**src/rtl/bcd_counter_nd_pkg.sv**
```systemverilog
// Shared definitions for the multi-digit BCD counter.
// Provides the decade digit type, digit limits and the load clamp helper.
// Ports: none (package).
package bcd_counter_nd_pkg;

  typedef logic [3:0] digit_t;

  localparam digit_t BCD_MAX_DIGIT = 4'd9;
  localparam digit_t BCD_ZERO      = 4'd0;

  // Forces an out-of-range nibble (A-F) to 9 so state never leaves BCD.
  function automatic digit_t clamp_digit(input digit_t d);
    return (d > BCD_MAX_DIGIT) ? BCD_MAX_DIGIT : d;
  endfunction

endpackage

```
**src/rtl/bcd_counter_nd_if.sv**
```systemverilog
// Control and status bundle for bcd_counter_nd.
// Latency: n/a (wires only).
// Backpressure: none; the counter accepts a control every cycle.
// Signals: enable/clear/load/load_value/up toward the counter;
//          bcd/at_limit/rollover back from it.
interface bcd_counter_nd_if #(
  parameter int DIGITS = 2
);

  logic                  enable;
  logic                  clear;
  logic                  load;
  logic [4*DIGITS-1:0]   load_value;
  logic                  up;
  logic [4*DIGITS-1:0]   bcd;
  logic                  at_limit;
  logic                  rollover;

  modport master (
    output enable, clear, load, load_value, up,
    input  bcd, at_limit, rollover
  );

  modport slave (
    input  enable, clear, load, load_value, up,
    output bcd, at_limit, rollover
  );

endinterface

```
**src/rtl/bcd_counter_nd_digit.sv**
```systemverilog
// Single BCD decade: 0-9 up/down with clear and preset.
// Latency: one cycle from any control to digit.
// Backpressure: none; steps whenever step is high.
// Ports: clock, reset (sync, active-high), clear, load, load_digit (already
//        clamped), step, up -> digit, carry_out (9 going up), borrow_out
//        (0 going down).
module bcd_digit
  import bcd_counter_nd_pkg::*;
(
  input  logic   clock,
  input  logic   reset,
  input  logic   clear,
  input  logic   load,
  input  digit_t load_digit,
  input  logic   step,
  input  logic   up,
  output digit_t digit,
  output logic   carry_out,
  output logic   borrow_out
);

  always_ff @(posedge clock) begin
    if (reset) begin
      digit <= BCD_ZERO;
    end else if (clear) begin
      digit <= BCD_ZERO;
    end else if (load) begin
      digit <= load_digit;
    end else if (step) begin
      if (up) begin
        digit <= (digit == BCD_MAX_DIGIT) ? BCD_ZERO : digit + 4'd1;
      end else begin
        digit <= (digit == BCD_ZERO) ? BCD_MAX_DIGIT : digit - 4'd1;
      end
    end
  end

  assign carry_out  = (digit == BCD_MAX_DIGIT) && up;
  assign borrow_out = (digit == BCD_ZERO) && !up;

endmodule

```
**src/rtl/bcd_counter_nd.sv**
```systemverilog
// Multi-digit up/down BCD counter with wrap or saturate at the limit.
// Latency: one cycle from any control to bcd/rollover; at_limit is combinational.
// Backpressure: none; one step per enabled cycle.
// Ports: clock, reset (sync, active-high), bus (slave): enable, clear, load,
//        load_value, up in; bcd, at_limit, rollover out.
module bcd_counter_nd
  import bcd_counter_nd_pkg::*;
#(
  parameter int DIGITS = 2,
  parameter bit WRAP   = 1'b1
)
(
  input  logic               clock,
  input  logic               reset,
  bcd_counter_nd_if.slave    bus
);

  digit_t [DIGITS-1:0] digits;
  digit_t [DIGITS-1:0] load_clamped;
  logic   [DIGITS-1:0] carry;
  logic   [DIGITS-1:0] borrow;
  logic   [DIGITS-1:0] lower_done;  // every digit below k sits at its limit
  logic   [DIGITS-1:0] step;
  logic                limit;
  logic                blocked;
  logic                rollover_q;

  always_comb begin
    for (int i = 0; i < DIGITS; i++) begin
      load_clamped[i] = clamp_digit(bus.load_value[4*i +: 4]);
    end
  end

  // Ripple of "all lower digits at limit"; carry and borrow are already
  // qualified by direction, so one OR covers both count directions.
  always_comb begin
    logic run;
    run        = 1'b1;
    lower_done = '0;
    for (int i = 0; i < DIGITS; i++) begin
      lower_done[i] = run;
      run           = run & (carry[i] | borrow[i]);
    end
    limit = run;
  end

  // Saturate mode freezes every digit at the limit instead of rolling over.
  assign blocked = !WRAP && limit;
  assign step    = (bus.enable && !blocked) ? lower_done : '0;

  genvar k;
  generate
    for (k = 0; k < DIGITS; k++) begin : g_digit
      bcd_digit u_digit (
        .clock      (clock),
        .reset      (reset),
        .clear      (bus.clear),
        .load       (bus.load),
        .load_digit (load_clamped[k]),
        .step       (step[k]),
        .up         (bus.up),
        .digit      (digits[k]),
        .carry_out  (carry[k]),
        .borrow_out (borrow[k])
      );
    end
  endgenerate

  // An enabled step taken at the limit is either a wrap or a blocked step;
  // both report a rollover on the following cycle.
  always_ff @(posedge clock) begin
    if (reset) begin
      rollover_q <= 1'b0;
    end else begin
      rollover_q <= bus.enable && !bus.clear && !bus.load && limit;
    end
  end

  assign bus.bcd      = digits;
  assign bus.at_limit = limit;
  assign bus.rollover = rollover_q;

endmodule

```
**src/flat_wrapper.sv**
```systemverilog
// flat-port wrapper written by rule: the top's interface ports become plain ports
module bcd_counter_nd_flat import bcd_counter_nd_pkg::*;
#(
  parameter int DIGITS = 2,
  parameter bit WRAP   = 1'b1
)
  (clock, reset, bus_enable, bus_clear, bus_load, bus_load_value, bus_up, bus_bcd, bus_at_limit, bus_rollover);
  bcd_counter_nd_if #(.DIGITS(DIGITS)) bus_i ();
  input  logic clock;
  input  logic reset;
  input wire logic [$bits(bus_i.enable)-1:0] bus_enable;
  input wire logic [$bits(bus_i.clear)-1:0] bus_clear;
  input wire logic [$bits(bus_i.load)-1:0] bus_load;
  input wire logic [$bits(bus_i.load_value)-1:0] bus_load_value;
  input wire logic [$bits(bus_i.up)-1:0] bus_up;
  output wire logic [$bits(bus_i.bcd)-1:0] bus_bcd;
  output wire logic [$bits(bus_i.at_limit)-1:0] bus_at_limit;
  output wire logic [$bits(bus_i.rollover)-1:0] bus_rollover;
  assign bus_i.enable = bus_enable;
  assign bus_i.clear = bus_clear;
  assign bus_i.load = bus_load;
  assign bus_i.load_value = bus_load_value;
  assign bus_i.up = bus_up;
  assign bus_bcd = bus_i.bcd;
  assign bus_at_limit = bus_i.at_limit;
  assign bus_rollover = bus_i.rollover;
  bcd_counter_nd #(.DIGITS(DIGITS), .WRAP(WRAP)) u_core (.clock(clock), .reset(reset), .bus(bus_i));
endmodule
```
**config.mk**
```make
export PLATFORM = sky130hd
export DESIGN_NAME = bcd_counter_nd_flat
export DESIGN_NICKNAME = d
export VERILOG_FILES = /design/src/rtl/bcd_counter_nd_pkg.sv /design/src/rtl/bcd_counter_nd_if.sv /design/src/rtl/bcd_counter_nd_digit.sv /design/src/rtl/bcd_counter_nd.sv /design/src/flat_wrapper.sv
export SDC_FILE = /design/constraint.sdc
export NUM_CORES = 1
export LEC_CHECK = 0
export ABC_CLOCK_PERIOD_IN_PS = 3100
export CAP_MARGIN = 10
export CELL_PAD_IN_SITES_DETAIL_PLACEMENT = 0
export CELL_PAD_IN_SITES_GLOBAL_PLACEMENT = 2
export CORE_MARGIN = 2
export CORE_UTILIZATION = 28
export CTS_BUF_LIST = sky130_fd_sc_hd__clkbuf_8
export CTS_CLUSTER_DIAMETER = 200
export DETAILED_ROUTE_END_ITERATION = 12
export PLACE_DENSITY_LB_ADDON = 0.1
export SETUP_SLACK_MARGIN = 0.15
export SYNTH_ARGS = -nofsm -noshare
export SYNTH_HDL_FRONTEND = slang
export SYNTH_SLANG_ARGS = --single-unit
```
**constraint.sdc**
```tcl
create_clock -name clock -period 3.1 [get_ports clock]
set_input_delay 0.93 -clock clock [delete_from_list [all_inputs] [get_ports clock]]
set_output_delay 0.93 -clock clock [all_outputs]
set_load 0.02 [all_outputs]
```
==> flow_results.org, run 1 <==
** Power and ir drop
- The analysis attributes to net switching a power of 0.103 mW.
- Of the total power, combinational logic draws 0.306.
- PD cells :: 323 mW/mm^2
- The analysis attributes to cell leakage a power of 0.412 nW.
- The internal portion of the total power is 0.266 mW.
- Power comes to 0.369 mW.
- Switching fraction of total power :: 0.279
- The worst-case IR drop observed on VDD is 190 uV.
- Of the total power, the clock network draws 0.352.
- Relative contribution of sequential cells to total power :: 0.342

** Finish
- After filler insertion, the fill cell instance count of the layout stands at 311.
- Area overhead of the layout relative to synthesis :: 44.8%
- The top cell types in the final layout, fill and taps aside, are 21 x sky130_fd_sc_hd__clkdlybuf4s50_1, 12 x sky130_fd_sc_hd__buf_4, 9 x sky130_fd_sc_hd__dfxtp_1.
- Most common cell after layout, fill and taps aside :: sky130_fd_sc_hd__clkdlybuf4s50_1
- # diodes :: 0
- Proportion of layout cells with a drive suffix above 1 :: 0.182
- Non-filler cells in the finished layout :: 163
- Once layout is done, the placed cells without fillers occupy 0.00114 sq mm.
- Net count of the finished layout :: 147

** Place
- Total placed instance area :: 0.00108 sq mm
- Once detailed placement completed, the half-perimeter wirelength came to 1620 microns.
- Placed Instances :: 159
- During placement, the flow inserted port buffers numbering 23.
- The congestion estimate from routability-driven global placement came to 0.711.

** Drt
- # DRC :: 0
- The routed design has 2050 microns of wire.
- Via count :: 830
- Routed wire length per instance :: 12.6 microns
- In this run the remaining antenna-violating nets after routing total 0.
- Iter 0 DRT Violations :: 7
- First-pass iteration count of the detailed router :: 4
- Dividing the detail-routed via count by the number of cells gives 5.09.

** Setup path
- The worst register-to-register path has a depth of 5.
- The worst register-to-register path begins at u_core.g_digit[1].u_digit.digit[0].
- RR Endpoint :: u_core.g_digit[1].u_digit.digit[3]
- Required time of the critical path :: 2.17 ns
- Category of the critical setup timing path :: in2out
- In this run the register-to-register setup slack is 1.50 ns.
- In this run the worst path has a maximum fanout of 5.
- STA classifies the critical path endpoint as an output port.
- The worst setup path is launched from a primary input.
- Data on the critical path arrives at its endpoint at 1.95 ns.

** Floorplanning
- The floorplan step defined a core boundary enclosing 0.00271 sq mm.
- 24 I/O pins were placed.
- The initial utilization of the core area, before any placement, comes to 0.291.
- Total number of placement rows :: 19
- Y dimension of the die :: 57.1 microns
- The die is 57.1 microns wide.
- Die Area :: 0.00326 sq mm

** Timing
- RSZ-0062 raised after global routing :: no
- For the pin with the worst max-slew slack, the measured transition is 0.487 ns.
- In the finished design, the share of the clock period the worst path needs comes to 0.929.
- After routing, the total negative slack on setup checks comes to 0 ns.
- Final setup violation count :: 0
- Final min period :: 2.88 ns
- Hold timing on the final database bottoms out at a slack of 0.647 ns.
- Clock skew after layout :: 0.00391 ns
- The worst pin sits at a relative slew slack of 0.674.
- For this run, the top clock speed supported by timing is 0.347 GHz.
- Final max-slew violation count :: 0
- Total count of hold-check failures in the final report :: 0

** Synthesis
- The most used flip-flop cell after synthesis is sky130_fd_sc_hd__dfxtp_1.
- After synthesis the cells add up to 788 sq um.
- Of all flip-flops after synthesis, the portion carrying an async set or reset was 0.
- Share of synthesized area occupied by flip-flops and latches :: 0.229
- Synthesized instance count :: 103
- Averaged over all synthesized cells, the footprint is 7.65 sq um.
- Net count after synthesis :: 117
- Synthesis Warnings :: 0
- Count of flip-flops with a built-in enable after synthesis :: 0
- Synthesis inferred 9 register bits.
- Netlist cell types :: 48

** Global routing
- Number of global-route vias before repair :: 786
- GR Util All Layers :: 0.133
- Maximum number of pins on one net before global-route repair :: 12
- The initial antenna violation count is 0.
- Global routing finished with a remaining overflow of 0.
- The first global-routing pass estimated 3530 microns of wire.

** Clock network
- In this run the number of H-tree levels came out at 1.
- TritonCTS clock tree :: done
- Number of buffers created by CTS :: 3
- Clock-pin slew was measured on the worst setup and hold paths at 0.04 ns.
- TritonCTS Sinks :: 9
- The later pin in the worst-skew pair is clocked with a latency of 0.23 ns.
- CTS placed an instance of sky130_fd_sc_hd__clkbuf_8 at the clock tree root.
- Once the clock tree was built, the setup fixing pass inserted 0 buffers.
- Largest buffer count on any clock path :: 2

** Job
- Across the run, the number of max-cap violations was 0.

** Min path
- Hold path startpoint :: u_core.g_digit[0].u_digit.digit[1]
- End point of the most critical hold path :: u_core.g_digit[0].u_digit.digit[2]
- In this run the worst hold path is classified as reg2reg.
- Counting instances, the worst hold path has a depth of 3.

** Run status
- The run finished with clean final reports.
-- Yosys cell counts (3+ instances only) --
cell type,count,area (sq um)
sky130_fd_sc_hd__clkbuf_1,3,11.3
sky130_fd_sc_hd__a21oi_1,5,25.0
sky130_fd_sc_hd__o21ai_1,3,15.0
sky130_fd_sc_hd__dfxtp_1,9,180
sky130_fd_sc_hd__buf_6,3,33.8
sky130_fd_sc_hd__nand2_1,7,26.3
sky130_fd_sc_hd__nor2_1,4,15.0
sky130_fd_sc_hd__inv_1,6,22.5
sky130_fd_sc_hd__o21ai_0,6,30.0
sky130_fd_sc_hd__or3_1,3,18.8
sky130_fd_sc_hd__a31oi_1,3,18.8
sky130_fd_sc_hd__xnor2_1,4,35.0
sky130_fd_sc_hd__nor2b_1,3,18.8
-- stage by stage --
stage,setup slack (ns),utilization
6_report,0.221,0.421
5_1_grt,0.166,0.421
2_1_floorplan,0.222,-
4_1_cts,0.222,0.419
3_3_place_gp,-0.739,0.398
3_5_place_dp,-0.722,0.398
-- layout make-up --
cell class / instances / area (sq um) / share of cell area
Multi-Input combinational cell: 78 / 538 / 0.471
Sequential cell: 9 / 180 / 0.158
Clock buffer: 3 / 41.3 / 0.0362
Tap cell: 31 / 38.8 / 0.0340
Clock inverter: 1 / 3.75 / 0.00329
Timing Repair Buffer: 35 / 317 / 0.277
Inverter: 6 / 22.5 / 0.0197
-- critical path: stages --
cell and delay (ns):
sky130_fd_sc_hd__buf_2 0.13, sky130_fd_sc_hd__or3_4 0.34, sky130_fd_sc_hd__a2111oi_4 0.34, sky130_fd_sc_hd__buf_4 0.21
-- layer usage --
metal,track usage,share of wire,up-vias
li1,-,-,439
met5,0,0,-
met1,0.204,0.52,372
met2,0.190,0.42,17
met4,0.0299,0.0068,0
met3,0.0272,0.045,2
-- worst max path at each step --
| stage | endpoint | slack (ns) | startpoint |
|---|---|---|---|
| floorplan | bus_at_limit | 0.22 | bus_up |
| global placement | bus_at_limit | -0.74 | bus_up |
| detailed placement | bus_at_limit | -0.72 | bus_up |
| CTS | bus_at_limit | 0.22 | bus_up |
| global route | bus_at_limit | 0.17 | bus_up |
| finish | bus_at_limit | 0.22 | bus_up |
-- repair_timing --
action	4_1_cts	5_1_grt
setup endpoints to repair	1	1
resized for setup	13	1
endpoints found under the hold margin	0	0
hold buffers	0	0
pin swaps	1	1
cloned	0	0
-- cells by family after synthesis --
group / after synthesis / synth area share
buffers and inverters: 16 / 0.117
multiplexers: 1 / 0.0127
XOR/XNOR: 5 / 0.0556
flip-flops: 9 / 0.229
AO/OA/AOI/OAI: 36 / 0.316
AND/OR/NAND/NOR: 36 / 0.270
-- power by group through the flow --
stage / clock, mW / combinational [mW] / sequential (mW)
after floorplan: 0 / 0.0597 / 0.133
after global placement: 0 / 0.111 / 0.128
after detailed placement: 0 / 0.111 / 0.128
after CTS: 0.132 / 0.113 / 0.126
after global routing: 0.143 / 0.123 / 0.127
final: 0.130 / 0.113 / 0.126
-- registers in the layout, summed over array words and instances (netlist names) --
signal,count
u_core.g_digit.u_digit.digit,8
u_core.bus.rollover,1
No activity file was read; power rests on OpenSTA's default activity.
==> run 2: changes to the inputs <==
--- a/config.mk
+++ b/config.mk
@@ -9,11 +9,13 @@
 export CAP_MARGIN = 10
 export CELL_PAD_IN_SITES_DETAIL_PLACEMENT = 0
 export CELL_PAD_IN_SITES_GLOBAL_PLACEMENT = 2
+export CORE_ASPECT_RATIO = 1.1
 export CORE_MARGIN = 2
-export CORE_UTILIZATION = 28
+export CORE_UTILIZATION = 30
 export CTS_BUF_LIST = sky130_fd_sc_hd__clkbuf_8
 export CTS_CLUSTER_DIAMETER = 200
 export DETAILED_ROUTE_END_ITERATION = 12
+export DONT_BUFFER_PORTS = 1
 export PLACE_DENSITY_LB_ADDON = 0.1
 export SETUP_SLACK_MARGIN = 0.15
 export SYNTH_ARGS = -nofsm -noshare
==> run 2 against run 1 <==
Effect of this change:
- non-clock buffer count down 31
- clock power up 4%
- first-iteration DRC count up 43%
- worst hold slack better by 0.063 ns
- clock skew down 0.0026 ns
- power down 11%
- combinational power down 46%
- sequential share of layout area up 5.9 points
- register-to-register slack worse by 0.31 ns
- critical path type unchanged
- highest routed layer unchanged
==> flow_results.org, run 2 (same netlist as run 1, synthesis figures left out) <==
** Clock network
- The count of clock tree sinks was 9 (unchanged).
- H-tree depth :: 1 (unchanged)
- TritonCTS built the clock tree.
- CTS clock-pin slew for the worst setup and hold paths :: 0.05 ns (about the same)
- Clock tree synthesis selected as its root buffer the cell sky130_fd_sc_hd__clkbuf_8.
- The later-pin clock latency in the skew report is 0.23 ns (about the same).
- The number of buffers inserted by post-CTS setup repair was 0 (unchanged).
- The number of CTS-inserted buffers was 3 (unchanged).
- The number of buffers inserted for hold repair after clock tree synthesis came to 0 (unchanged).
- The number of buffers on the longest clock path was 2 (unchanged).
- Post-cts sizing count :: 0 (-13)

** Drt
- Vias per Instance :: 5.64 (+11%)
- # DRC :: 0 (unchanged)
- First-pass iteration count of the detailed router :: 4 (unchanged)
- Routed wire length per instance :: 15.2 microns (+20%)
- Number of antenna-violating nets in the routed design :: 0 (unchanged)
- Via count :: 744 (-10%)
- Routed wire length :: 2000 microns (-2.6%)
- The detailed router's first-iteration violation count was 10 (+3).

** Setup path
- Register-to-Register Setup Slack :: 1.19 ns (-0.31 ns)
- By startpoint and endpoint, the worst setup path is classified as in2out.
- Kind of end point of the critical path :: output port
- Reg2reg path depth :: 4 (-1)
- Worst r2r src :: u_core.g_digit[0].u_digit.digit[3]
- Type of element launching the critical path :: primary input
- Following the worst setup path forward leads to its endpoint at bus_at_limit.
- RR Endpoint :: u_core.g_digit[1].u_digit.digit[3]
- Required time of the critical path :: 2.17 ns (about the same)
- The signal arrival time at the worst endpoint came to 1.85 ns (-0.10 ns).
- The largest driver fanout on the critical path was 21 (+16).
- Launch point of the worst path :: bus_up

** Finish
- Area overhead of the layout relative to synthesis :: 5.56%
- The number of flip-flops under the largest register name is 8 (unchanged).
- The number of nets in the layout came to 116 (-21%).
- Leading cell types in the layout, fill and taps excluded :: 9 x sky130_fd_sc_hd__dfxtp_1, 7 x sky130_fd_sc_hd__nand2_1, 7 x sky130_fd_sc_hd__inv_1
- # diodes :: 0 (unchanged)
- The share of cells above drive strength 1 came to 0.119 (-0.0630).
- The post-route non-filler standard cell count was 132 (-19%).
- Layout fillers :: 290 (-6.8%)
- Leaving out fill and tap cells, the most frequent cell in the layout is sky130_fd_sc_hd__dfxtp_1.
- The register with the most flip-flops in the final layout is u_core.g_digit.u_digit.digit.
- The post-layout instance area is 832 sq um (-27%).

** Place
- Placed Instances :: 128 (-19%)
- The total of buffers placed on input and output ports was 0 (-100%).
- Total placed instance area :: 787 sq um (-27%)
- HPWL after detailed placement :: 1540 microns (-4.7%)
- The final RePlAce weighted congestion is 0.709 (-0.28%).

** Job
- The number of max-cap violations was 0 (unchanged).

** Floorplanning
- The cell row count was 19 (unchanged).
- The chip height came to 57.8 microns (+1.2%).
- Starting utilization of the core area :: 0.316 (+0.0249)
- The die outline area came to 0.00305 sq mm (-6.2%).
- Placeable core region :: 0.00250 sq mm (-7.9%)
- I/O pin count :: 24 (unchanged)
- The die width was 52.9 microns (-7.3%).

** Global routing
- Initial antenna violation count :: 0 (unchanged)
- The overall routing resource usage was 0.152 (+0.0185).
- The number of global-route vias before repair was 715 (-9.0%).
- The wire length of the first global-routing pass came to 3430 microns (-2.7%).
- Maximum number of pins on one net before global-route repair :: 22 (+10)
- Global route total overflow :: 0 (unchanged)

** Timing
- Worst slew slack as a fraction of its limit :: 0.625 (-0.0482)
- The total count of hold-check failures in the final report was 0 (unchanged).
- The post-route clock period utilization is 0.896 (-0.0333).
- The number of slew-limit violations in the final report came to 0 (unchanged).
- The minimum period implied by the final worst setup slack came to 2.78 ns (-0.103 ns).
- The count of final setup violators came to 0 (unchanged).
- The total negative setup slack is 0 ns (unchanged).
- The transition at the pin with the smallest max-transition slack was 0.561 ns (+0.0737 ns).
- RSZ-0062 raised after global routing :: no
- Fmax achieved :: 0.360 GHz (+3.7%)
- Fin Hold WS :: 0.710 ns (+0.0630 ns)
- The final clock skew came to 0.00133 ns (-0.00258 ns).

** Power and ir drop
- PD cells :: 396 mW/mm^2 (+22%)
- The highest ir drop seen on vdd came to 254 uV (+34%).
- The static leakage power came to 0.281 nW (-32%).
- The overall power is 0.329 mW (-11%).

** Min path
- Worst hold-check path type :: reg2reg

** Run status
- The run finished with clean final reports.
## run 2: cell types whose count changed in the layout (fill, tap and decap cells not counted), sizes merged
cell / previous run / this run
buf: 14 / 4
clkdlybuf4s50: 21 / 0
## run 2: worst min-delay path by stage
| stage | slack [ns] | depth (start not counted) | from | endpoint |
|---|---|---|---|---|
| finish | 0.71 | 3 | u_core.g_digit[0].u_digit.digit[0] | u_core.g_digit[0].u_digit.digit[3] |
| global route | 0.75 | 3 | u_core.g_digit[0].u_digit.digit[0] | u_core.g_digit[0].u_digit.digit[3] |
| CTS | 0.72 | 3 | u_core.g_digit[0].u_digit.digit[0] | u_core.g_digit[0].u_digit.digit[3] |
| detailed placement | 0.71 | 3 | u_core.g_digit[0].u_digit.digit[0] | u_core.g_digit[0].u_digit.digit[3] |
| global placement | 0.71 | 3 | u_core.g_digit[0].u_digit.digit[0] | u_core.g_digit[0].u_digit.digit[3] |
| floorplan | 0.69 | 2 | u_core.g_digit[1].u_digit.digit[1] | u_core.g_digit[1].u_digit.digit[1] |
## run 2: where the power goes
part / switching [mW] / leakage, nW / internal, mW / total [mW]
combinational: 0.0322 / 0.180 / 0.0285 / 0.0607
clock: 0.0483 / 0.0269 / 0.0864 / 0.135
sequential: 0.0128 / 0.0735 / 0.121 / 0.134
total: 0.0934 / 0.281 / 0.236 / 0.329
## run 2: critical path, cell delays in order
cell and delay (ns):
sky130_fd_sc_hd__or3_1 0.31, sky130_fd_sc_hd__a2111oi_2 0.39, sky130_fd_sc_hd__buf_4 0.21
## run 2: cell type report
type | instances | area, sq um | share of cell area
Multi-Input combinational cell | 78 | 515 | 0.620
Sequential cell | 9 | 180 | 0.217
Clock buffer | 3 | 41.3 | 0.0496
Tap cell | 31 | 38.8 | 0.0466
Timing Repair Buffer | 4 | 30.0 | 0.0361
Inverter | 6 | 22.5 | 0.0271
Clock inverter | 1 | 3.75 | 0.00451
## run 2: metrics by stage
step | utilization | setup WS (ns)
6_report | 0.333 | 0.324
5_1_grt | 0.333 | 0.258
4_1_cts | 0.333 | 0.312
3_5_place_dp | 0.315 | 0.312
3_3_place_gp | 0.315 | 0.339
2_1_floorplan | - | 0.222
## run 2: metal layers
| metal | GRT usage | wire (microns) |
|---|---|---|
| met2 | 0.259 | 1030 |
| met3 | 0.0619 | 96 |
| met5 | 0 | 0 |
| met1 | 0.171 | 850 |
| met4 | 0.0440 | 19 |
